## src/rtl/serial_bus_master_port.sv

```systemverilog
// serial_bus_master_port: initiator-side endpoint of the serial bus.
// Takes one parallel read/write request, sends the control frame and write
// data serially on control/wD/valid, and collects read data from rD/ready.
// Optional feature macro: SMASTER_TIMEOUT_EN bounds every handshake wait by
// TIMEOUT_CYCLES and sends the abort code when the bound is reached.
module serial_bus_master_port #(
  parameter int SLAVES         = 3,
  parameter int DATA_WIDTH     = 32,
  parameter int S_ID_WIDTH     = $clog2(SLAVES + 1),
  parameter int TIMEOUT_CYCLES = 1024
) (
  input  logic                  clk,
  input  logic                  rstN,
  input  logic                  req_valid,
  input  logic                  req_rw,
  input  logic [S_ID_WIDTH-1:0] req_slave_id,
  input  logic [DATA_WIDTH-1:0] req_wdata,
  output logic                  req_ready,
  output logic                  resp_valid,
  output logic [DATA_WIDTH-1:0] resp_rdata,
  output logic                  resp_err,
  output logic                  control,
  output logic                  wD,
  output logic                  valid,
  input  logic                  rD,
  input  logic                  ready
);

  localparam int CON   = 4 + S_ID_WIDTH;
  localparam int CNT_W = $clog2(DATA_WIDTH) + 1;

  typedef enum logic [3:0] {
    IDLE, CTRL, WACK, WDATA, RACK, RDATA, RDONE, ABORT, DONE
  } state_t;

  state_t                state, state_nxt;
  logic [CNT_W-1:0]      cnt, cnt_nxt;
  logic [CON-1:0]        frame, frame_nxt;
  logic [DATA_WIDTH-1:0] wbuf, wbuf_nxt;
  logic [DATA_WIDTH-1:0] cap, cap_nxt;
  logic                  rw_q, rw_nxt;
  logic                  seen_low, seen_low_nxt;
  logic                  control_nxt, wd_nxt, valid_nxt;
  logic                  resp_valid_nxt, resp_err_nxt;
  logic [DATA_WIDTH-1:0] resp_rdata_nxt;
  logic                  tmr_expired;

`ifdef SMASTER_TIMEOUT_EN
  localparam int TMR_W = $clog2(TIMEOUT_CYCLES + 1);
  logic [TMR_W-1:0] tmr;

  assign tmr_expired = (tmr == TMR_W'(TIMEOUT_CYCLES - 1));

  // Wait timer: cleared on every state change and every captured read bit, counts while waiting
  always_ff @(posedge clk) begin
    if (!rstN) begin
      tmr <= '0;
    end else if ((state_nxt != state) || (state == RDATA && ready)) begin
      tmr <= '0;
    end else if (state == WACK || state == RACK || state == RDATA) begin
      tmr <= tmr + 1'b1;
    end
  end
`else
  assign tmr_expired = 1'b0;
`endif

  // Next-state and next-output logic; every output is registered from these values
  always_comb begin
    state_nxt      = state;
    cnt_nxt        = cnt;
    frame_nxt      = frame;
    wbuf_nxt       = wbuf;
    cap_nxt        = cap;
    rw_nxt         = rw_q;
    seen_low_nxt   = seen_low;
    control_nxt    = 1'b0;
    wd_nxt         = 1'b0;
    valid_nxt      = 1'b0;
    resp_valid_nxt = 1'b0;
    resp_err_nxt   = 1'b0;
    resp_rdata_nxt = resp_rdata;
    unique case (state)
      IDLE: begin
        if (req_valid) begin
          rw_nxt      = req_rw;
          wbuf_nxt    = req_wdata;
          control_nxt = 1'b1;
          frame_nxt   = {2'b11, req_slave_id, req_rw, 1'b0};
          cnt_nxt     = CNT_W'(1);
          state_nxt   = CTRL;
        end
      end
      CTRL: begin
        if (cnt == CNT_W'(CON)) begin
          state_nxt    = rw_q ? WACK : RACK;
          seen_low_nxt = 1'b0;
          cnt_nxt      = '0;
        end else begin
          control_nxt = frame[CON-1];
          frame_nxt   = {frame[CON-2:0], 1'b0};
          cnt_nxt     = cnt + 1'b1;
        end
      end
      WACK: begin
        if (ready && seen_low) begin
          state_nxt = WDATA;
          valid_nxt = 1'b1;
          wd_nxt    = wbuf[DATA_WIDTH-1];
          wbuf_nxt  = {wbuf[DATA_WIDTH-2:0], 1'b0};
          cnt_nxt   = CNT_W'(1);
        end else if (tmr_expired) begin
          state_nxt   = ABORT;
          control_nxt = 1'b1;
          cnt_nxt     = '0;
        end else if (!ready) begin
          seen_low_nxt = 1'b1;
        end
      end
      WDATA: begin
        if (cnt == CNT_W'(DATA_WIDTH)) begin
          state_nxt      = DONE;
          resp_valid_nxt = 1'b1;
        end else begin
          valid_nxt = 1'b1;
          wd_nxt    = wbuf[DATA_WIDTH-1];
          wbuf_nxt  = {wbuf[DATA_WIDTH-2:0], 1'b0};
          cnt_nxt   = cnt + 1'b1;
        end
      end
      RACK: begin
        if (!ready) begin
          state_nxt = RDATA;
          cnt_nxt   = '0;
        end else if (tmr_expired) begin
          state_nxt   = ABORT;
          control_nxt = 1'b1;
          cnt_nxt     = '0;
        end
      end
      RDATA: begin
        if (ready) begin
          cap_nxt = {cap[DATA_WIDTH-2:0], rD};
          if (cnt == CNT_W'(DATA_WIDTH - 1)) begin
            state_nxt = RDONE;
            valid_nxt = 1'b1;
          end else begin
            cnt_nxt = cnt + 1'b1;
          end
        end else if (tmr_expired) begin
          state_nxt   = ABORT;
          control_nxt = 1'b1;
          cnt_nxt     = '0;
        end
      end
      RDONE: begin
        state_nxt      = DONE;
        resp_valid_nxt = 1'b1;
        resp_rdata_nxt = cap;
      end
      ABORT: begin
        if (cnt == CNT_W'(2)) begin
          state_nxt      = DONE;
          resp_valid_nxt = 1'b1;
          resp_err_nxt   = 1'b1;
        end else begin
          cnt_nxt = cnt + 1'b1;
        end
      end
      DONE: begin
        state_nxt = IDLE;
      end
      default: begin
        state_nxt = IDLE;
      end
    endcase
  end

  // State, datapath and output registers with synchronous active-low reset
  always_ff @(posedge clk) begin
    if (!rstN) begin
      state      <= IDLE;
      cnt        <= '0;
      frame      <= '0;
      wbuf       <= '0;
      cap        <= '0;
      rw_q       <= 1'b0;
      seen_low   <= 1'b0;
      req_ready  <= 1'b1;
      resp_valid <= 1'b0;
      resp_err   <= 1'b0;
      resp_rdata <= '0;
      control    <= 1'b0;
      wD         <= 1'b0;
      valid      <= 1'b0;
    end else begin
      state      <= state_nxt;
      cnt        <= cnt_nxt;
      frame      <= frame_nxt;
      wbuf       <= wbuf_nxt;
      cap        <= cap_nxt;
      rw_q       <= rw_nxt;
      seen_low   <= seen_low_nxt;
      req_ready  <= (state_nxt == IDLE);
      resp_valid <= resp_valid_nxt;
      resp_err   <= resp_err_nxt;
      resp_rdata <= resp_rdata_nxt;
      control    <= control_nxt;
      wD         <= wd_nxt;
      valid      <= valid_nxt;
    end
  end

endmodule

```

## config.mk

```make
export PLATFORM = sky130hd
export DESIGN_NAME = serial_bus_master_port
export DESIGN_NICKNAME = d
export VERILOG_FILES = /design/src/rtl/serial_bus_master_port.sv
export SDC_FILE = /design/constraint.sdc
export NUM_CORES = 1
export LEC_CHECK = 0
export CAP_MARGIN = 20
export CORE_ASPECT_RATIO = 0.75
export CORE_UTILIZATION = 25
export CTS_CLUSTER_DIAMETER = 30
export CTS_CLUSTER_SIZE = 20
export DETAILED_ROUTE_END_ITERATION = 6
export MAX_ROUTING_LAYER = met4
export PLACE_DENSITY = 0.42
export SKIP_LAST_GASP = 1
export SLEW_MARGIN = 10
export SYNTH_ARGS = -nofsm -noshare
export SYNTH_HDL_FRONTEND = slang
export SYNTH_SLANG_ARGS = --single-unit
```

## constraint.sdc

```tcl
create_clock -name clk -period 1.9 [get_ports clk]
set_input_delay 0.57 -clock clk [delete_from_list [all_inputs] [get_ports clk]]
set_output_delay 0.57 -clock clk [all_outputs]
set_load 0.05 [all_outputs]
```

==> results of run 1 <==
## flip-flops by register name, indices dropped and copies added, names as in the netlist
name / count
state: 4
resp_valid: 1
control: 1
req_ready: 1
seen_low: 1
wD: 1
frame: 5
resp_err: 1
valid: 1
cnt: 6
wbuf: 32
cap: 32
rw_q: 1
resp_rdata: 32
## what timing repair did
action / CTS / global route
setup buffers: 10 / 1
pin swaps: 11 / 10
setup endpoints to repair: 39 / 41
gates resized for setup: 20 / 15
endpoints found under the hold margin: 0 / 0
cloned: 3 / 0
## report_power, final
group / leakage, nW / internal [mW] / switching [mW]
Sequential: 0.969 / 2.57 / 0.0382
Combinational: 1.62 / 0.259 / 0.204
Clock: 0.272 / 1.95 / 1.22
## synth_stat cells, drive strengths merged
| cell | count |
|---|---|
| nand3b | 5 |
| o211a | 35 |
| o21bai | 1 |
| ha | 3 |
| clkbuf | 30 |
| or4b | 1 |
| o22a | 1 |
| and3 | 3 |
| nand3 | 11 |
| nor2 | 15 |
| o221a | 1 |
| a21boi | 69 |
| or2 | 1 |
| o211ai | 1 |
| o311a | 1 |
| buf | 14 |
| a21oi | 7 |
| nand2 | 183 |
| dfxtp | 119 |
| inv | 5 |
| a41oi | 1 |
| nor2b | 3 |
| nor4 | 3 |
| o21ai | 6 |
| o21a | 2 |
| o32ai | 1 |
| nand2b | 8 |
| nor3 | 5 |
| nor4b | 2 |
| a311oi | 4 |
| o221ai | 1 |
| mux2i | 33 |
| and4b | 1 |
| nand4 | 2 |
| o22ai | 1 |
| and2 | 1 |
| a32o | 5 |
## critical path: stages, from the launching register on
cell	delay (ns)
sky130_fd_sc_hd__dfxtp_2	0.33
sky130_fd_sc_hd__inv_2	0.07
sky130_fd_sc_hd__buf_4	0.11
sky130_fd_sc_hd__ha_2	0.15
sky130_fd_sc_hd__nor4b_4	0.24
sky130_fd_sc_hd__a311oi_2	0.18
sky130_fd_sc_hd__o21a_4	0.30
sky130_fd_sc_hd__buf_6	0.14
sky130_fd_sc_hd__buf_16	0.13
sky130_fd_sc_hd__o211a_1	0.20
## cells by family after synthesis
family	synth area share [%]
and+or+nand+nor	20.3
AOI/OAI and AO/OA	21.8
DFF	46.1
buffers and inverters	4.65
muxes	6.39
adders and majority gates	0.727
## cell usage in the layout, fill, tap and decap left out, types with 4 or more instances in the layout
master | netlist | routed
sky130_fd_sc_hd__inv_1 | 5 | 4
sky130_fd_sc_hd__clkinvlp_4 | 0 | 4
sky130_fd_sc_hd__clkbuf_8 | 0 | 4
sky130_fd_sc_hd__buf_6 | 6 | 6
sky130_fd_sc_hd__o211a_1 | 35 | 35
sky130_fd_sc_hd__nand3b_1 | 5 | 5
sky130_fd_sc_hd__mux2i_1 | 33 | 33
sky130_fd_sc_hd__nand3_1 | 11 | 11
sky130_fd_sc_hd__dfxtp_1 | 119 | 117
sky130_fd_sc_hd__nor2_1 | 14 | 13
sky130_fd_sc_hd__a21oi_1 | 7 | 7
sky130_fd_sc_hd__nand2b_1 | 8 | 8
sky130_fd_sc_hd__nand2_1 | 183 | 176
sky130_fd_sc_hd__a32o_1 | 5 | 4
sky130_fd_sc_hd__buf_4 | 0 | 74
sky130_fd_sc_hd__buf_12 | 0 | 7
sky130_fd_sc_hd__a21boi_0 | 69 | 68
sky130_fd_sc_hd__clkdlybuf4s50_1 | 0 | 38
sky130_fd_sc_hd__clkbuf_16 | 0 | 17
sky130_fd_sc_hd__nand2_2 | 0 | 7
## metal layers
| layer | vias up | GRT usage (%) |
|---|---|---|
| met4 | 0 | 5.18 |
| met3 | 21 | 3.40 |
| met2 | 64 | 20.8 |
| met1 | 2098 | 17.2 |
| li1 | 2216 | - |
| met5 | - | - |
## per-stage QoR
step / util, % / instances / setup TNS (ns) / total power [mW]
floorplan: - / 585 / 0 / 2.90
global placement: 31.3 / 915 / -17.97 / 3.07
detailed placement: 31.3 / 915 / -19.45 / 3.08
CTS: 35.3 / 960 / -1.22 / 6.34
global route: 35.1 / 957 / -3.69 / 6.48
finish: 35.1 / 957 / -1.11 / 6.23
## worst max path at each step
stage | startpoint | endpoint | slack, ns | depth (start not counted)
2_1_floorplan | ready | wbuf[22] | 0.01 | 8
3_3_place_gp | ready | wbuf[9] | -0.43 | 7
3_5_place_dp | ready | cnt[0] | -0.46 | 6
4_1_cts | cnt[0] | req_ready | -0.12 | 7
5_1_grt | cnt[0] | req_ready | -0.14 | 7
6_report | cnt[0] | wbuf[25] | -0.06 | 9
## cell type report
type / count / area share [%]
tap: 258 / 4.54
clock buffer: 23 / 6.86
timing repair buffer: 126 / 16.5
sequential: 119 / 33.5
inverter: 5 / 0.264
clock inverter: 9 / 1.28
multi-input combinational: 417 / 37.1
==> impl_metrics.prom, run 1 <==
# TYPE chip_impl_metric gauge
chip_impl_info{name="worstHoldEndpoint",value="wD"} 1
chip_impl_metric{name="area_growth_from_synthesis_to_layout",unit="%"} 37.8
chip_impl_metric{name="cts_htree_levels",unit=""} 4
chip_impl_metric{name="power_leakage",unit="nW"} 2.87
chip_impl_metric{name="stdcell_area",unit="mm²"} 0.00712
chip_impl_metric{name="grt_antenna_before_repair",unit=""} 0
chip_impl_metric{name="pnr_worst_setup_slack",unit="ns"} -0.0568
chip_impl_metric{name="port_buffers",unit=""} 77
chip_impl_info{name="hold_start",value="wbuf[31]"} 1
chip_impl_metric{name="post_synth_instance_area",unit="mm²"} 0.00517
chip_impl_metric{name="detail_route.iter0.violations",unit=""} 180
chip_impl_metric{name="synth_cells",unit=""} 585
chip_impl_metric{name="filler_cell_count",unit=""} 2117
chip_impl_metric{name="timing.final.crit_period",unit="ns"} 1.96
chip_impl_metric{name="synth_seq_area_share",unit="%"} 46.1
chip_impl_info{name="reg2reg_to",value="wbuf[25]"} 1
chip_impl_metric{name="place_hpwl",unit="µm"} 8590
chip_impl_metric{name="timing.hold.worst_path_depth",unit=""} 2
chip_impl_metric{name="worstPathMaxFanout",unit=""} 11
chip_impl_metric{name="seq_area",unit="mm²"} 0.00238
chip_impl_info{name="run_status",value="complete, but fails checks"} 1
chip_impl_metric{name="floorplan.core_area",unit="mm²"} 0.0203
chip_impl_info{name="root_buffer",value="sky130_fd_sc_hd__clkbuf_16"} 1
chip_impl_metric{name="gr-total-overflow",unit=""} 0
chip_impl_metric{name="cts_max_path_buffers",unit=""} 2
chip_impl_metric{name="wl_met1",unit="µm"} 6680
chip_impl_metric{name="synthesized_area_per_cell",unit="µm²"} 8.83
chip_impl_metric{name="worst-r2r-setup-slack",unit="ns"} -0.06
chip_impl_metric{name="wl_met3",unit="µm"} 459
chip_impl_info{name="clock_tree_from_tritoncts",value="done"} 1
chip_impl_metric{name="viasPerCell",unit=""} 4.60
chip_impl_metric{name="fmax",unit="GHz"} 0.511
chip_impl_metric{name="maximum_number_of_pins_on_one_net_before_global_route_repair",unit=""} 101
chip_impl_metric{name="final_antenna_net_count",unit=""} 0
chip_impl_metric{name="maxSlewViolCount",unit=""} 0
chip_impl_metric{name="yosysWarnings",unit=""} 0
chip_impl_metric{name="grt_pass1_vias",unit=""} 4352
chip_impl_info{name="launch_instance_of_the_worst_register_to_register_path",value="cnt[0]"} 1
chip_impl_metric{name="maxSlewHeadroom",unit="%"} 71.9
chip_impl_metric{name="length_of_the_first_detailed_routing_pass_in_iterations",unit=""} 4
chip_impl_metric{name="wl_per_cell",unit="µm"} 13.8
chip_impl_metric{name="grt_first_pass_wirelength",unit="µm"} 21900
chip_impl_info{name="failed_checks",value="setup timing"} 1
chip_impl_info{name="setup.worst_path.class",value="flop to flop"} 1
chip_impl_metric{name="number_of_vias_after_detailed_routing",unit=""} 4399
chip_impl_metric{name="multi_input_comb_area",unit="mm²"} 0.00264
chip_impl_info{name="synth_area_leader_cell",value="sky130_fd_sc_hd__dfxtp_1"} 1
chip_impl_metric{name="post_route_cells_drive_above_1_share",unit="%"} 21.2
chip_impl_info{name="rsz0062_at_grt",value="true"} 1
chip_impl_metric{name="hold-worst-slack",unit="ns"} 0.442
chip_impl_metric{name="finalSetupViolCount",unit=""} 36
chip_impl_metric{name="place_area",unit="mm²"} 0.00634
chip_impl_metric{name="endpoint_arrival_time_on_the_critical_path",unit="ns"} 2.27
chip_impl_info{name="top_layer_used",value="met4"} 1
chip_impl_metric{name="ctsHoldBuffers",unit=""} 0
chip_impl_metric{name="num_antenna_cells",unit=""} 0
chip_impl_metric{name="clkTransAtPathRegs",unit="ns"} 0.06
chip_impl_metric{name="yosysUniqueCellTypes",unit=""} 45
chip_impl_metric{name="postSynthRegisterBits",unit=""} 119
chip_impl_metric{name="synth_largest_type_area_fraction",unit="%"} 46.1
chip_impl_info{name="timing.hold.worst.class",value="flop to flop"} 1
chip_impl_metric{name="globalplace.congestion",unit=""} 0.786
chip_impl_info{name="endpoint_kind",value="flop"} 1
chip_impl_metric{name="design.final.nets",unit=""} 729
chip_impl_metric{name="number_of_nets_produced_by_synthesis",unit=""} 628
chip_impl_metric{name="die_width",unit="µm"} 168
chip_impl_metric{name="rr_worst_depth",unit=""} 9
chip_impl_metric{name="timing.clock.skew",unit="ns"} 0.00964
chip_impl_metric{name="insertion_delay",unit="ns"} 0.42
chip_impl_metric{name="drc",unit=""} 0
chip_impl_metric{name="place_worst_setup_slack",unit="ns"} -0.455
chip_impl_metric{name="vdd_drop_max",unit="mV"} 0.501
chip_impl_metric{name="crit_required",unit="ns"} 2.21
chip_impl_metric{name="routed_wirelength",unit="µm"} 13200
chip_impl_metric{name="cts_buffers",unit=""} 17
chip_impl_metric{name="numClockSinks",unit=""} 119
chip_impl_metric{name="worst-slew-pin-transition",unit="ns"} 0.421
chip_impl_metric{name="power_density",unit="mW/mm²"} 876
chip_impl_metric{name="post-route-period-util",unit="%"} 103
chip_impl_metric{name="design.portCount",unit=""} 78
chip_impl_metric{name="routed-wl-met2",unit="µm"} 5860
chip_impl_metric{name="dieHeight",unit="µm"} 126
chip_impl_metric{name="std_cell_rows",unit=""} 45
chip_impl_info{name="synthTopCellsByArea",value="sky130_fd_sc_hd__dfxtp_1 (46%), sky130_fd_sc_hd__nand2_1 (13%), sky130_fd_sc_hd__a21boi_0 (10%)"} 1
chip_impl_metric{name="fp.dieArea",unit="mm²"} 0.0212
chip_impl_metric{name="report.final.hold_viol_count",unit=""} 0
chip_impl_metric{name="groute.usage.overall",unit="%"} 13.6
chip_impl_metric{name="max-cap-violations",unit=""} 0
chip_impl_info{name="timing.critical_path.from_type",value="flop"} 1
chip_impl_metric{name="initial_core_util",unit="%"} 25.5
(Power assumes the default switching activity.)
==> run 2, diff against run 1 <==
MAX_ROUTING_LAYER = unset   (was met4)
clock period = 1.65 ns   (was 1.9 ns; I/O delays follow)
==> run 2 against run 1 <==
The flow still finishes with violations (setup timing). Worst setup slack got worse by 0.27 ns. Combinational power is 35% higher. Register-to-register slack worse by 0.27 ns. Wire length is 3.9% higher. Clock power grew 18%. Via count rose by 2.3%. Final cell count increased by 2.4%. Cell area grew 13%. Critical path depth decreased by 3. Utilization is 4.7 points higher. Total power up 18%. Sequential share of layout area shrank 3.8 points. Largest cell class unchanged.
==> impl_metrics.prom, run 2 (same netlist as run 1, synthesis figures left out) <==
# TYPE chip_impl_metric gauge
chip_impl_metric{name="clkTransAtPathRegs",unit="ns"} 0.06
chip_impl_metric{name="cts_buffers",unit=""} 17
chip_impl_metric{name="vdd_drop_max",unit="mV"} 0.497
chip_impl_metric{name="port_buffers",unit=""} 77
chip_impl_metric{name="timing.final.crit_period",unit="ns"} 1.97
chip_impl_info{name="endpoint_kind",value="flop"} 1
chip_impl_metric{name="area_growth_from_synthesis_to_layout",unit="%"} 56.0
chip_impl_metric{name="finalSetupViolCount",unit=""} 47
chip_impl_metric{name="wl_per_cell",unit="µm"} 14.0
chip_impl_metric{name="gr-total-overflow",unit=""} 0
chip_impl_metric{name="power_density",unit="mW/mm²"} 913
chip_impl_metric{name="design.portCount",unit=""} 78
chip_impl_info{name="top_regs",value="cap x32, resp_rdata x32, wbuf x32"} 1
chip_impl_metric{name="max-cap-violations",unit=""} 0
chip_impl_metric{name="grt_pass1_vias",unit=""} 4369
chip_impl_metric{name="length_of_the_first_detailed_routing_pass_in_iterations",unit=""} 4
chip_impl_metric{name="groute.usage.overall",unit="%"} 12.9
chip_impl_metric{name="number_of_vias_after_detailed_routing",unit=""} 4498
chip_impl_info{name="timing.critical_path.from_type",value="flop"} 1
chip_impl_metric{name="insertion_delay",unit="ns"} 0.42
chip_impl_info{name="timing.hold.worst.class",value="flop to flop"} 1
chip_impl_metric{name="die_width",unit="µm"} 168
chip_impl_metric{name="endpoint_arrival_time_on_the_critical_path",unit="ns"} 2.29
chip_impl_info{name="run_status",value="complete, but fails checks"} 1
chip_impl_metric{name="viasPerCell",unit=""} 4.59
chip_impl_metric{name="timing.hold.worst_path_depth",unit=""} 2
chip_impl_info{name="root_buffer",value="sky130_fd_sc_hd__clkbuf_16"} 1
chip_impl_metric{name="hold-worst-slack",unit="ns"} 0.440
chip_impl_metric{name="maxSlewHeadroom",unit="%"} 70.3
chip_impl_metric{name="final_antenna_net_count",unit=""} 0
chip_impl_metric{name="placedCellCount",unit=""} 934
chip_impl_info{name="clock_tree_from_tritoncts",value="done"} 1
chip_impl_metric{name="cts_max_path_buffers",unit=""} 2
chip_impl_metric{name="design.final.nets",unit=""} 752
chip_impl_info{name="setup.worst_path.class",value="flop to flop"} 1
chip_impl_metric{name="crit_required",unit="ns"} 1.96
chip_impl_metric{name="worstPathMaxFanout",unit=""} 3
chip_impl_metric{name="grt_antenna_before_repair",unit=""} 0
chip_impl_metric{name="filler_cell_count",unit=""} 2025
chip_impl_metric{name="post_route_cells_drive_above_1_share",unit="%"} 27.7
chip_impl_info{name="mostFrequentLayoutCells",value="sky130_fd_sc_hd__nand2_1 (162), sky130_fd_sc_hd__dfxtp_1 (114), sky130_fd_sc_hd__a21boi_0 (67)"} 1
chip_impl_info{name="worstHoldEndpoint",value="wD"} 1
chip_impl_metric{name="report.final.hold_viol_count",unit=""} 0
chip_impl_metric{name="fmax",unit="GHz"} 0.507
chip_impl_metric{name="dieHeight",unit="µm"} 126
chip_impl_metric{name="timing.clock.skew",unit="ns"} 0.0102
chip_impl_metric{name="worst-slew-pin-transition",unit="ns"} 0.445
chip_impl_info{name="launch_instance_of_the_worst_register_to_register_path",value="cnt[5]"} 1
chip_impl_metric{name="place_hpwl",unit="µm"} 8930
chip_impl_metric{name="pnr_worst_setup_slack",unit="ns"} -0.323
chip_impl_metric{name="grt_first_pass_wirelength",unit="µm"} 21500
chip_impl_info{name="most_common_cell_after_layout_fill_and_taps_aside",value="sky130_fd_sc_hd__nand2_1"} 1
chip_impl_metric{name="globalplace.congestion",unit=""} 0.777
chip_impl_metric{name="num_antenna_cells",unit=""} 0
chip_impl_metric{name="power_leakage",unit="nW"} 3.19
chip_impl_info{name="rsz0062_at_grt",value="true"} 1
chip_impl_metric{name="post-route-period-util",unit="%"} 120
chip_impl_metric{name="initial_core_util",unit="%"} 25.5
chip_impl_metric{name="cts_htree_levels",unit=""} 4
chip_impl_metric{name="final_cells",unit=""} 980
chip_impl_metric{name="numClockSinks",unit=""} 119
chip_impl_metric{name="rr_worst_depth",unit=""} 6
chip_impl_metric{name="fp.dieArea",unit="mm²"} 0.0212
chip_impl_metric{name="fin_setup_tns",unit="ns"} -8.38
chip_impl_info{name="reg2reg_to",value="req_ready"} 1
chip_impl_metric{name="floorplan.core_area",unit="mm²"} 0.0203
chip_impl_metric{name="maxSlewViolCount",unit=""} 0
chip_impl_metric{name="drc",unit=""} 0
chip_impl_metric{name="worst-r2r-setup-slack",unit="ns"} -0.32
chip_impl_info{name="failed_checks",value="setup timing"} 1
chip_impl_metric{name="maximum_number_of_pins_on_one_net_before_global_route_repair",unit=""} 78
chip_impl_metric{name="routed_wirelength",unit="µm"} 13700
chip_impl_metric{name="std_cell_rows",unit=""} 45
chip_impl_info{name="hold_start",value="wbuf[31]"} 1
chip_impl_metric{name="detail_route.iter0.violations",unit=""} 199
-- run 2: worst max path at each step --
stage / end / start / slack (ns) / cells past startpoint
after floorplan: cnt[1] / cnt[0] / -0.14 / 6
after global placement: cnt[0] / ready / -0.62 / 6
after detailed placement: cnt[0] / ready / -0.63 / 6
after CTS: req_ready / cnt[0] / -0.30 / 7
after global routing: req_ready / cnt[0] / -0.39 / 7
final: req_ready / cnt[5] / -0.32 / 6
-- run 2: timing repair --
item | CTS | global route
endpoints found under the setup margin | 75 | 116
pin swaps | 14 | 7
hold buffers | 0 | 0
endpoints found under the hold margin | 0 | 0
buffers inserted | 4 | 3
cloned | 0 | 7
resized for setup | 10 | 55
-- run 2: critical path, cell delays in order (launching register included) --
cell	delay [ns]
sky130_fd_sc_hd__dfxtp_1	0.33
sky130_fd_sc_hd__buf_4	0.14
sky130_fd_sc_hd__nor4b_2	0.43
sky130_fd_sc_hd__a311oi_2	0.21
sky130_fd_sc_hd__a311oi_1	0.29
sky130_fd_sc_hd__o21ai_1	0.17
sky130_fd_sc_hd__nor4_4	0.30
-- run 2: area by class of cell --
cell class | count | area [µm²] | area share, %
Multi-Input combinational cell | 418 | 2840 | 35.2
Sequential cell | 119 | 2390 | 29.7
Timing Repair Buffer | 148 | 1890 | 23.5
Clock buffer | 23 | 478 | 5.93
Tap cell | 258 | 323 | 4.00
Clock inverter | 9 | 118 | 1.46
Inverter | 5 | 21.3 | 0.264
-- run 2: routing by layer --
| metal | wire length, µm | vias to the layer above | global-route usage [%] | part of all wire, % |
|---|---|---|---|---|
| met5 | 0 | - | 0 | 0 |
| met4 | 169 | 0 | 4.70 | 1.2 |
| met3 | 483 | 13 | 3.93 | 3.5 |
| met2 | 6220 | 77 | 20.0 | 45 |
| met1 | 6860 | 2146 | 16.8 | 50 |
| li1 | - | 2262 | - | - |
-- run 2: metrics by stage --
| step | area (µm²) | total power, mW | util, % | setup slack [ns] |
|---|---|---|---|---|
| after floorplan | 5260 | 3.35 | - | -0.143 |
| after global placement | 7020 | 3.57 | 34.6 | -0.620 |
| after detailed placement | 7020 | 3.58 | 34.6 | -0.633 |
| after CTS | 7700 | 7.37 | 38.0 | -0.305 |
| after global routing | 8060 | 7.67 | 39.8 | -0.393 |
| final | 8060 | 7.36 | 39.8 | -0.323 |
-- run 2: report_power, final --
group          switching [mW]  internal [mW]
combinational           0.272          0.351
sequential             0.0507           2.96
clock                    1.38           2.35
==> run 3, diff against run 2 <==
DONT_BUFFER_PORTS = 1   (was unset)
MAX_ROUTING_LAYER = met4   (was unset)
PLACE_DENSITY = 0.37   (was 0.42)
==> run 3 against run 2 <==
The flow still finishes with violations (setup timing). Critical endpoint unchanged. Final cell count fell by 9.2%. Hold slack worse by 0.22 ns. Largest power group unchanged. Clock skew grew 0.0021 ns. Largest cell class unchanged.
==> impl_metrics.prom, run 3 (same netlist as run 1, synthesis figures left out) <==
# TYPE chip_impl_metric gauge
chip_impl_info{name="run_status",value="complete, but fails checks"} 1
chip_impl_info{name="failed_checks",value="setup timing"} 1
chip_impl_metric{name="design.portCount",unit=""} 78
chip_impl_metric{name="maxSlewHeadroom",unit="%"} 62.5
chip_impl_metric{name="place_area",unit="mm²"} 0.00579
chip_impl_metric{name="dieHeight",unit="µm"} 126
chip_impl_metric{name="power_leakage",unit="nW"} 2.56
chip_impl_info{name="setup.worst_path.class",value="flop to flop"} 1
chip_impl_metric{name="place_hpwl",unit="µm"} 8590
chip_impl_info{name="reg2reg_to",value="req_ready"} 1
chip_impl_metric{name="post_route_cells_drive_above_1_share",unit="%"} 19.9
chip_impl_metric{name="worst-r2r-setup-slack",unit="ns"} -0.24
chip_impl_metric{name="design.final.nets",unit=""} 663
chip_impl_metric{name="die_width",unit="µm"} 168
chip_impl_metric{name="maximum_number_of_pins_on_one_net_before_global_route_repair",unit=""} 118
chip_impl_metric{name="rr_worst_depth",unit=""} 7
chip_impl_metric{name="length_of_the_first_detailed_routing_pass_in_iterations",unit=""} 6
chip_impl_metric{name="maxSlewViolCount",unit=""} 0
chip_impl_metric{name="fp.dieArea",unit="mm²"} 0.0212
chip_impl_metric{name="crit_required",unit="ns"} 1.97
chip_impl_metric{name="cts_buffers",unit=""} 17
chip_impl_metric{name="post-route-period-util",unit="%"} 115
chip_impl_metric{name="cts_htree_levels",unit=""} 4
chip_impl_metric{name="critical_path.max_stage_delay",unit="ns"} 0.49
chip_impl_info{name="most_common_cell_after_layout_fill_and_taps_aside",value="sky130_fd_sc_hd__nand2_1"} 1
chip_impl_metric{name="gr-total-overflow",unit=""} 0
chip_impl_info{name="endpoint_kind",value="flop"} 1
chip_impl_metric{name="floorplan.core_area",unit="mm²"} 0.0203
chip_impl_metric{name="cts_max_path_buffers",unit=""} 2
chip_impl_metric{name="timing.clock.skew",unit="ns"} 0.0123
chip_impl_metric{name="fmax",unit="GHz"} 0.528
chip_impl_metric{name="max-cap-violations",unit=""} 0
chip_impl_metric{name="detail_route.iter0.violations",unit=""} 209
chip_impl_info{name="rsz0062_at_grt",value="true"} 1
chip_impl_metric{name="fin_setup_tns",unit="ns"} -7.85
chip_impl_metric{name="area_growth_from_synthesis_to_layout",unit="%"} 27.2
chip_impl_metric{name="clkTransAtPathRegs",unit="ns"} 0.06
chip_impl_metric{name="globalplace.congestion",unit=""} 0.809
chip_impl_info{name="mostFrequentLayoutCells",value="sky130_fd_sc_hd__nand2_1 (183), sky130_fd_sc_hd__dfxtp_1 (113), sky130_fd_sc_hd__a21boi_0 (66)"} 1
chip_impl_metric{name="viasPerCell",unit=""} 4.54
chip_impl_metric{name="vdd_drop_max",unit="mV"} 0.483
chip_impl_info{name="root_buffer",value="sky130_fd_sc_hd__clkbuf_16"} 1
chip_impl_metric{name="initial_core_util",unit="%"} 25.5
chip_impl_metric{name="number_of_vias_after_detailed_routing",unit=""} 4044
chip_impl_info{name="cpMaxStageDelayCell",value="sky130_fd_sc_hd__or4b_4"} 1
chip_impl_info{name="timing.critical_path.from",value="cnt[1]"} 1
chip_impl_metric{name="port_buffers",unit=""} 0
chip_impl_metric{name="power.total",unit="mW"} 7.16
chip_impl_metric{name="final_core_utilization",unit="%"} 32.4
chip_impl_info{name="launch_instance_of_the_worst_register_to_register_path",value="cnt[1]"} 1
chip_impl_info{name="timing.hold.worst.class",value="input port to flop"} 1
chip_impl_info{name="timing.critical_path.from_type",value="flop"} 1
chip_impl_metric{name="drc",unit=""} 0
chip_impl_metric{name="grt_pass1_vias",unit=""} 3953
chip_impl_metric{name="wl_per_cell",unit="µm"} 14.8
chip_impl_info{name="top_regs",value="cap x32, resp_rdata x32, wbuf x32"} 1
chip_impl_metric{name="hold-worst-slack",unit="ns"} 0.224
chip_impl_info{name="clock_tree_from_tritoncts",value="done"} 1
chip_impl_metric{name="pnr_worst_setup_slack",unit="ns"} -0.245
chip_impl_metric{name="report.final.hold_viol_count",unit=""} 0
chip_impl_metric{name="endpoint_arrival_time_on_the_critical_path",unit="ns"} 2.21
chip_impl_metric{name="num_antenna_cells",unit=""} 0
chip_impl_metric{name="worstPathMaxFanout",unit=""} 4
chip_impl_metric{name="grt_antenna_before_repair",unit=""} 0
chip_impl_metric{name="finalSetupViolCount",unit=""} 48
chip_impl_metric{name="stdcell_area",unit="mm²"} 0.00657
chip_impl_info{name="critical_path_cell_sequence",value="buf_6 > ha_4 > or4b_4 > o21ai_2 > nand2_1 > a32o_2 > nor4_2"} 1
chip_impl_metric{name="final_antenna_net_count",unit=""} 0
chip_impl_metric{name="groute.usage.overall",unit="%"} 13.3
chip_impl_metric{name="grt_first_pass_wirelength",unit="µm"} 21300
chip_impl_metric{name="worst-slew-pin-transition",unit="ns"} 0.562
chip_impl_metric{name="timing.final.crit_period",unit="ns"} 1.89
chip_impl_info{name="worstSetupEndpoint",value="req_ready"} 1
chip_impl_metric{name="insertion_delay",unit="ns"} 0.42
chip_impl_metric{name="power_density",unit="mW/mm²"} 1090
chip_impl_metric{name="routed_wirelength",unit="µm"} 13200
chip_impl_metric{name="numClockSinks",unit=""} 119
chip_impl_metric{name="std_cell_rows",unit=""} 45
[run 3: changes by cell type in the layout (fill, tap and decap cells not counted), sizes merged]
cell and delta:
buf -47, clkinvlp +1, bufinv +1, o21a -1, clkdlybuf4s50 -38, clkbuf -6
[run 3: through the flow]
step	std cells	setup slack (ns)
after global placement	852	-0.254
after CTS	887	-0.246
final	890	-0.245
after detailed placement	852	-0.305
after global routing	890	-0.305
after floorplan	585	-0.143
[run 3: critical path: cells and delay by family (launching register included)]
family	cells	cell delay [ns]
AOI/OAI and AO/OA	2	0.42
adders and majority gates	1	0.11
and+or+nand+nor	3	0.83
buffers and inverters	1	0.09
DFF	1	0.35
[run 3: routing by layer]
| layer | vias up | routed length [µm] | track usage, % |
|---|---|---|---|
| met5 | - | 0 | - |
| met4 | 0 | 144 | 5.18 |
| met3 | 11 | 624 | 4.52 |
| met2 | 65 | 5610 | 18.8 |
| met1 | 1881 | 6830 | 17.3 |
| li1 | 2087 | - | - |
[run 3: repair_timing]
item,CTS,global route
cloned,0,2
pin swaps,8,14
setup endpoints to repair,51,106
gates resized for setup,15,19
buffers inserted,5,1
hold buffers,0,0
[run 3: worst min path at each step]
stage,startpoint,endpoint,slack [ns],depth (start not counted)
2_1_floorplan,wbuf[31],wD,0.41,2
3_3_place_gp,wbuf[31],wD,0.42,2
3_5_place_dp,wbuf[31],wD,0.43,2
4_1_cts,rstN,resp_rdata[18],0.21,1
5_1_grt,rstN,resp_rdata[8],0.20,1
6_report,rstN,resp_rdata[18],0.22,1
[run 3: power by group]
part	internal (mW)	switching [mW]
combinational	0.210	0.171
sequential	2.96	0.0514
clock	2.37	1.40
total	5.54	1.63
[run 3: final cells by class]
class | instances | area [µm²]
Clock buffer | 20 | 437
Clock inverter | 11 | 151
Fill cell | 2094 | 13700
Inverter | 5 | 21.3
Multi-Input combinational cell | 417 | 2690
Sequential cell | 119 | 2390
Tap cell | 258 | 323
Timing Repair Buffer | 60 | 552
